==> src/rtl/stack_pkg.sv <==
// Shared definitions for the memory-stage stack engine.
// Contents: request op encodings, FSM state enum, per-op word count and the
// layout of the pushed flag word ({13'b0, C, N, Z}).
package stack_pkg;

    typedef enum logic [1:0] {
        OpPushPc  = 2'b00,
        OpPopPc   = 2'b01,
        OpPushInt = 2'b10,
        OpPopRti  = 2'b11
    } op_e;

    typedef enum logic [1:0] {
        StIdle,
        StXfer,
        StDrain,
        StDone
    } state_e;

    // Zero bits above the 3 flag bits in the stacked flag word.
    localparam int unsigned FlagPadBits = 13;

    // Number of 16-bit stack words moved by an op.
    function automatic logic [1:0] op_words(logic [1:0] op);
        case (op)
            OpPushInt, OpPopRti: return 2'd3;
            default:             return 2'd2;
        endcase
    endfunction

    function automatic logic op_is_pop(logic [1:0] op);
        return (op == OpPopPc) || (op == OpPopRti);
    endfunction

    function automatic logic [15:0] flag_word(logic [2:0] flags);
        return {{FlagPadBits{1'b0}}, flags};
    endfunction

endpackage

==> src/rtl/stack_control.sv <==
// Memory-stage stack engine: accepts one PC/flag push or pop request at a
// time, sequences the 16-bit data-memory accesses, keeps the stack pointer and
// returns popped PC/flags.
// Ports:
//   clk, rst                    clock, synchronous active-high reset
//   req_valid/ready/op/pc/flags request handshake and payload
//   mem_addr/we/re/wdata        registered data-memory access (word address)
//   mem_rdata                   read data, valid the cycle after mem_re
//   rsp_valid/err/pc/flags      completion pulse and popped values
//   sp                          committed stack pointer (next free word)
module stack_control
    import stack_pkg::*;
#(
    parameter logic [31:0] SP_INIT  = 32'h0000_0FFF,
    parameter logic [31:0] SP_LIMIT = 32'h0000_0800
) (
    input  logic        clk,
    input  logic        rst,
    input  logic        req_valid,
    output logic        req_ready,
    input  logic [1:0]  req_op,
    input  logic [31:0] req_pc,
    input  logic [2:0]  req_flags,
    output logic [31:0] mem_addr,
    output logic        mem_we,
    output logic        mem_re,
    output logic [15:0] mem_wdata,
    input  logic [15:0] mem_rdata,
    output logic        rsp_valid,
    output logic        rsp_err,
    output logic [31:0] rsp_pc,
    output logic [2:0]  rsp_flags,
    output logic [31:0] sp
);

    state_e      state_q, state_d;
    logic [1:0]  cnt_q, cnt_d;
    logic [31:0] sp_q, sp_d;
    logic [1:0]  op_q, op_d;
    logic [31:0] pc_q, pc_d;
    logic [2:0]  flags_q, flags_d;
    logic        err_q, err_d;
    logic [31:0] mem_addr_q, mem_addr_d;
    logic        mem_we_q, mem_we_d;
    logic        mem_re_q, mem_re_d;
    logic [15:0] mem_wdata_q, mem_wdata_d;
    logic [15:0] cap_hi_q, cap_hi_d;
    logic [15:0] cap_lo_q, cap_lo_d;
    logic [2:0]  cap_flags_q, cap_flags_d;
    logic [31:0] rsp_pc_q, rsp_pc_d;
    logic [2:0]  rsp_flags_q, rsp_flags_d;

    logic        accept;
    logic        bound_err;
    logic [1:0]  req_n;
    logic        issue;
    logic [1:0]  issue_idx;
    logic [1:0]  cap_idx;
    logic [1:0]  cap_slot;

    // Bound checks in 33 bits so neither side can wrap.
    always_comb begin
        req_n     = op_words(req_op);
        bound_err = op_is_pop(req_op)
            ? (({1'b0, sp_q} + {31'b0, req_n}) > {1'b0, SP_INIT})
            : (({1'b0, sp_q} + 33'd1) < ({1'b0, SP_LIMIT} + {31'b0, req_n}));
    end

    // State register
    always_ff @(posedge clk) begin
        if (rst) begin
            state_q     <= StIdle;
            cnt_q       <= '0;
            sp_q        <= SP_INIT;
            op_q        <= '0;
            pc_q        <= '0;
            flags_q     <= '0;
            err_q       <= 1'b0;
            mem_addr_q  <= '0;
            mem_we_q    <= 1'b0;
            mem_re_q    <= 1'b0;
            mem_wdata_q <= '0;
            cap_hi_q    <= '0;
            cap_lo_q    <= '0;
            cap_flags_q <= '0;
            rsp_pc_q    <= '0;
            rsp_flags_q <= '0;
        end else begin
            state_q     <= state_d;
            cnt_q       <= cnt_d;
            sp_q        <= sp_d;
            op_q        <= op_d;
            pc_q        <= pc_d;
            flags_q     <= flags_d;
            err_q       <= err_d;
            mem_addr_q  <= mem_addr_d;
            mem_we_q    <= mem_we_d;
            mem_re_q    <= mem_re_d;
            mem_wdata_q <= mem_wdata_d;
            cap_hi_q    <= cap_hi_d;
            cap_lo_q    <= cap_lo_d;
            cap_flags_q <= cap_flags_d;
            rsp_pc_q    <= rsp_pc_d;
            rsp_flags_q <= rsp_flags_d;
        end
    end

    // Next-state logic
    always_comb begin
        state_d     = state_q;
        cnt_d       = cnt_q;
        sp_d        = sp_q;
        op_d        = op_q;
        pc_d        = pc_q;
        flags_d     = flags_q;
        err_d       = err_q;
        cap_hi_d    = cap_hi_q;
        cap_lo_d    = cap_lo_q;
        cap_flags_d = cap_flags_q;
        rsp_pc_d    = rsp_pc_q;
        rsp_flags_d = rsp_flags_q;
        mem_addr_d  = '0;
        mem_we_d    = 1'b0;
        mem_re_d    = 1'b0;
        mem_wdata_d = '0;
        issue       = 1'b0;
        issue_idx   = '0;
        cap_idx     = '0;
        cap_slot    = '0;

        unique case (state_q)
            StIdle: begin
                if (accept) begin
                    op_d        = req_op;
                    pc_d        = req_pc;
                    flags_d     = req_flags;
                    err_d       = bound_err;
                    rsp_pc_d    = '0;
                    rsp_flags_d = '0;
                    cnt_d       = '0;
                    if (bound_err) begin
                        state_d = StDone;
                    end else begin
                        state_d = StXfer;
                        issue   = 1'b1;
                    end
                end
            end
            StXfer: begin
                sp_d = op_is_pop(op_q) ? sp_q + 32'd1 : sp_q - 32'd1;
                if (cnt_q == op_words(op_q) - 2'd1) begin
                    state_d = op_is_pop(op_q) ? StDrain : StDone;
                end else begin
                    cnt_d     = cnt_q + 2'd1;
                    issue     = 1'b1;
                    issue_idx = cnt_d;
                end
            end
            StDrain: state_d = StDone;
            StDone:  state_d = StIdle;
            default: state_d = StIdle;
        endcase

        // Next access is launched from the post-update SP so the strobes are registered.
        if (issue) begin
            if (op_is_pop(op_d)) begin
                mem_re_d   = 1'b1;
                mem_addr_d = sp_d + 32'd1;
            end else begin
                mem_we_d   = 1'b1;
                mem_addr_d = sp_d;
                case (issue_idx)
                    2'd0:    mem_wdata_d = pc_d[31:16];
                    2'd1:    mem_wdata_d = pc_d[15:0];
                    default: mem_wdata_d = flag_word(flags_d);
                endcase
            end
        end

        // Capture the word read in the previous cycle. Slots: 0 flags, 1 PC lo,
        // 2 PC hi; POP_PC has no flag word so its indices start at slot 1.
        if (op_is_pop(op_q) &&
            (((state_q == StXfer) && (cnt_q != 2'd0)) || (state_q == StDrain))) begin
            cap_idx  = (state_q == StDrain) ? op_words(op_q) - 2'd1 : cnt_q - 2'd1;
            cap_slot = cap_idx + ((op_words(op_q) == 2'd2) ? 2'd1 : 2'd0);
            case (cap_slot)
                2'd0:    cap_flags_d = mem_rdata[2:0];
                2'd1:    cap_lo_d    = mem_rdata;
                default: cap_hi_d    = mem_rdata;
            endcase
        end

        // Last capture lands on the DRAIN -> DONE edge, so use the next values.
        if (state_q == StDrain) begin
            rsp_pc_d    = {cap_hi_d, cap_lo_d};
            rsp_flags_d = (op_q == OpPopRti) ? cap_flags_d : 3'b000;
        end
    end

    // Outputs
    always_comb begin
        req_ready = (state_q == StIdle) && !rst;
        accept    = req_valid && req_ready;
        rsp_valid = (state_q == StDone);
        rsp_err   = (state_q == StDone) && err_q;
        rsp_pc    = rsp_pc_q;
        rsp_flags = rsp_flags_q;
        sp        = sp_q;
        mem_addr  = mem_addr_q;
        mem_we    = mem_we_q;
        mem_re    = mem_re_q;
        mem_wdata = mem_wdata_q;
    end

endmodule
==> config.mk <==
export PLATFORM = sky130hd
export DESIGN_NAME = stack_control
export DESIGN_NICKNAME = d
export VERILOG_FILES = /design/src/rtl/stack_pkg.sv /design/src/rtl/stack_control.sv
export SDC_FILE = /design/constraint.sdc
export NUM_CORES = 1
export LEC_CHECK = 0
export ABC_AREA = 0
export ABC_CLOCK_PERIOD_IN_PS = 9880
export BUFFER_PORTS_ARGS = -buffer_cell sky130_fd_sc_hd__buf_4
export CAP_MARGIN = 20
export CORE_ASPECT_RATIO = 1.25
export CORE_UTILIZATION = 55
export DETAILED_ROUTE_END_ITERATION = 8
export PLACE_DENSITY = 0.78
export SETUP_SLACK_MARGIN = 0.05
export SLEW_MARGIN = 15
export SYNTH_ARGS = -nofsm -noshare
export SYNTH_HDL_FRONTEND = slang
export SYNTH_SLANG_ARGS = --single-unit
==> constraint.sdc <==
create_clock -name clk -period 9.88 [get_ports clk]
set_input_delay 0.988 -clock clk [delete_from_list [all_inputs] [get_ports clk]]
set_output_delay 0.988 -clock clk [all_outputs]
set_load 0.03 [all_outputs]
==> results.json <==
{
  "status": "finished clean",
  "critPathMaxStageDelay_ns": 0.66,
  "antennaDiodeCount": 0,
  "synth_edf_count": 0,
  "setup_viol": 0,
  "synth-seq-cells": 194,
  "cp_top_family": "simple AND/OR/NAND/NOR gates",
  "overflow": 0,
  "place_congestion": 0.9772,
  "num_vias": 9856,
  "fmax_mhz": 205.7,
  "firstDrtPassIters": 5,
  "cts_made_buffers": 17,
  "rsz0062_at_grt": "false",
  "hold_slack_ns": 0.4888,
  "fp.dieW_um": 126.2,
  "ios": 176,
  "insertion_delay_ns": 0.44,
  "wl_um": 29390,
  "grt_pass1_wl_um": 46680,
  "yosys_warnings": 0,
  "crit_chain": "ha_1 -> and4_1 -> nand4_1 -> nor3_1 -> mux2_2 -> a211oi_1 -> nand4_1 -> o31a_1 -> a21oi_4 -> buf_4 -> nand2b_1 -> nor2_1",
  "finalSetupTns_ns": 0,
  "syn_to_final_growth_pct": 18.94,
  "synthCells": 1238,
  "peakVddDrop_uv": 168.5,
  "layout.nets": 1464,
  "coreArea_um2": 18850,
  "cts.repair.resized": 0,
  "path_buf_inv": 1,
  "wl_per_cell_um": 18.23,
  "tightest_slew_ns": 0.8975,
  "clkTransAtPathRegs_ns": 0.09,
  "path_class": "reg -> reg",
  "clkSinkCount": 194,
  "crit_top_cell": "nand4_1",
  "row_count": 56,
  "syn_avg_cell_area_um2": 8.568,
  "htree_num_levels": 4,
  "fin_worst_skew_ns": 0.01775,
  "stdcell_area_um2": 12620,
  "syn_area_um2": 10610,
  "layoutNonFillerInstCount": 1612,
  "hold_buffers": 0,
  "final_common_cell": "dfxtp_1",
  "synthFlopType": "dfxtp_1",
  "dieArea_um2": 19850,
  "start_kind": "flop",
  "layout_common_cells": "dfxtp_1 (194), nor2_1 (186), buf_4 (183)",
  "p_leak_nw": 5.199,
  "slowest_stage": "dfxtp_1",
  "grt_pass1_vias": 9422,
  "synth_top_cell_by_area": "dfxtp_1",
  "hold_viol_final": 0,
  "layout_min_cycle_time_ns": 4.863,
  "place_inst": 1577,
  "power.density_nw_per_um2": 348.9,
  "ys_seq_area_share_pct": 36.61,
  "period_share_pct": 49.22,
  "cp_max_fo": 38,
  "synth.top_cell.area_share_pct": 36.61,
  "cp_data_required_time_ns": 10.18,
  "fillers": 1510,
  "antenna_left": 0,
  "synth_top_cells_by_area": "dfxtp_1 (37%), mux2i_1 (8.1%), nor2_1 (6.6%)",
  "seqCellArea_um2": 3884,
  "clockBufferDepth": 2,
  "antenna_found_initial": 0,
  "placed_area_um2": 11960,
  "crit_path_end_kind": "flop",
  "grt_usage_pct": 29.35,
  "async_reset_ff_share_pct": 0,
  "start_util_pct": 56.28,
  "crit_arrival_ns": 5.16,
  "drtIter0Drc": 427,
  "min_path_type": "reg -> reg",
  "relSlewSlack_pct": 40.16,
  "fp.dieH_um": 157.3,
  "grt_max_degree": 83,
  "cts-root-buf": "clkbuf_16",
  "drive_gt1_share_pct": 19.13,
  "dp_hpwl_um": 20890,
  "final_max_slew_viol_count": 0,
  "post_drt_via_cell_ratio": 6.114,
  "cts_setup_buffers": 0,
  "cts_tree": "done",
  "post-route-drc-count": 0,
  "multi_input_area_um2": 6310,
  "ys_types": 94,
  "port_buffers": 175,
  "drv_cap": 0,
  "syn_nets": 1335
}
[cells in the mapped netlist (8+ instances only)]
| master | count |
|---|---|
| a211oi_1 | 13 |
| a21o_1 | 11 |
| a21oi_1 | 54 |
| a22o_1 | 35 |
| a31oi_1 | 13 |
| and3_1 | 18 |
| buf_1 | 8 |
| buf_2 | 14 |
| clkbuf_1 | 47 |
| dfxtp_1 | 194 |
| ha_1 | 40 |
| inv_1 | 25 |
| mux2i_1 | 86 |
| nand2_1 | 73 |
| nand2b_1 | 20 |
| nand3_1 | 31 |
| nand4_1 | 18 |
| nor2_1 | 187 |
| nor2b_1 | 21 |
| nor3_1 | 32 |
| nor4_1 | 13 |
| o21a_1 | 13 |
| o21ai_0 | 43 |
| o22a_1 | 13 |
| o31ai_1 | 9 |
| or3_1 | 17 |
| xnor2_1 | 24 |
| xor2_1 | 16 |
[power breakdown]
| group | internal [mW] | total [mW] | switching (mW) | leakage [nW] |
|---|---|---|---|---|
| clock | 0.352 | 0.715 | 0.363 | 0.302 |
| sequential | 0.913 | 1.13 | 0.213 | 1.57 |
| combinational | 0.974 | 2.56 | 1.59 | 3.32 |
| total | 2.24 | 4.40 | 2.16 | 5.20 |
[logic make-up after synthesis]
| kind of cell | synth area share, % |
|---|---|
| simple gates | 23.85 |
| flops | 36.61 |
| fa+ha+maj | 4.907 |
| buf+inv | 4.117 |
| compound gates | 18.57 |
| mux | 8.646 |
| xor+xnor | 3.303 |
[routing by layer]
metal  global-route usage [%]  vias up  share of wire, %
li1                         -     4750                 -
met1                    34.11     4693                40
met2                    51.51      357                49
met3                    6.934       56               7.8
met4                    12.62        0               2.9
met5                        0        -                 0
[registers in the layout (all words and copies together) (netlist names), 2 cells and up, named ones only]
signal	cells
rsp_flags	3
rsp_pc	32
cap_hi_q	16
cnt_q	2
pc_q	32
mem_addr	32
flags_q	3
mem_wdata	16
cap_flags_q	3
cap_lo_q	16
state_q	2
sp	32
[metrics by stage]
step	setup WS [ns]	utilization (%)	power, mW
global route	4.757	66.94	4.693
floorplan	6.038	-	2.989
detailed placement	4.869	63.46	3.636
finish	5.017	66.94	4.402
CTS	5.218	66.76	4.367
global placement	4.977	63.46	3.602
[final timing paths]
check	depth (start not counted)	to	start	slack, ns
min	1	rsp_pc[5]	rsp_pc[5]	0.49
max reg2reg	12	mem_wdata[0]	sp[1]	5.02
max	12	mem_wdata[0]	sp[1]	5.02
min reg2reg	1	rsp_pc[5]	rsp_pc[5]	0.49
[area by class of cell]
type | instances | area share [%]
clock buffer | 17 | 3.372
sequential | 194 | 30.78
timing repair buffer | 186 | 11.17
clock inverter | 15 | 1.547
multi-input combinational | 941 | 50.01
tap | 232 | 2.301
inverter | 27 | 0.8231
(Power assumes the default switching activity.)
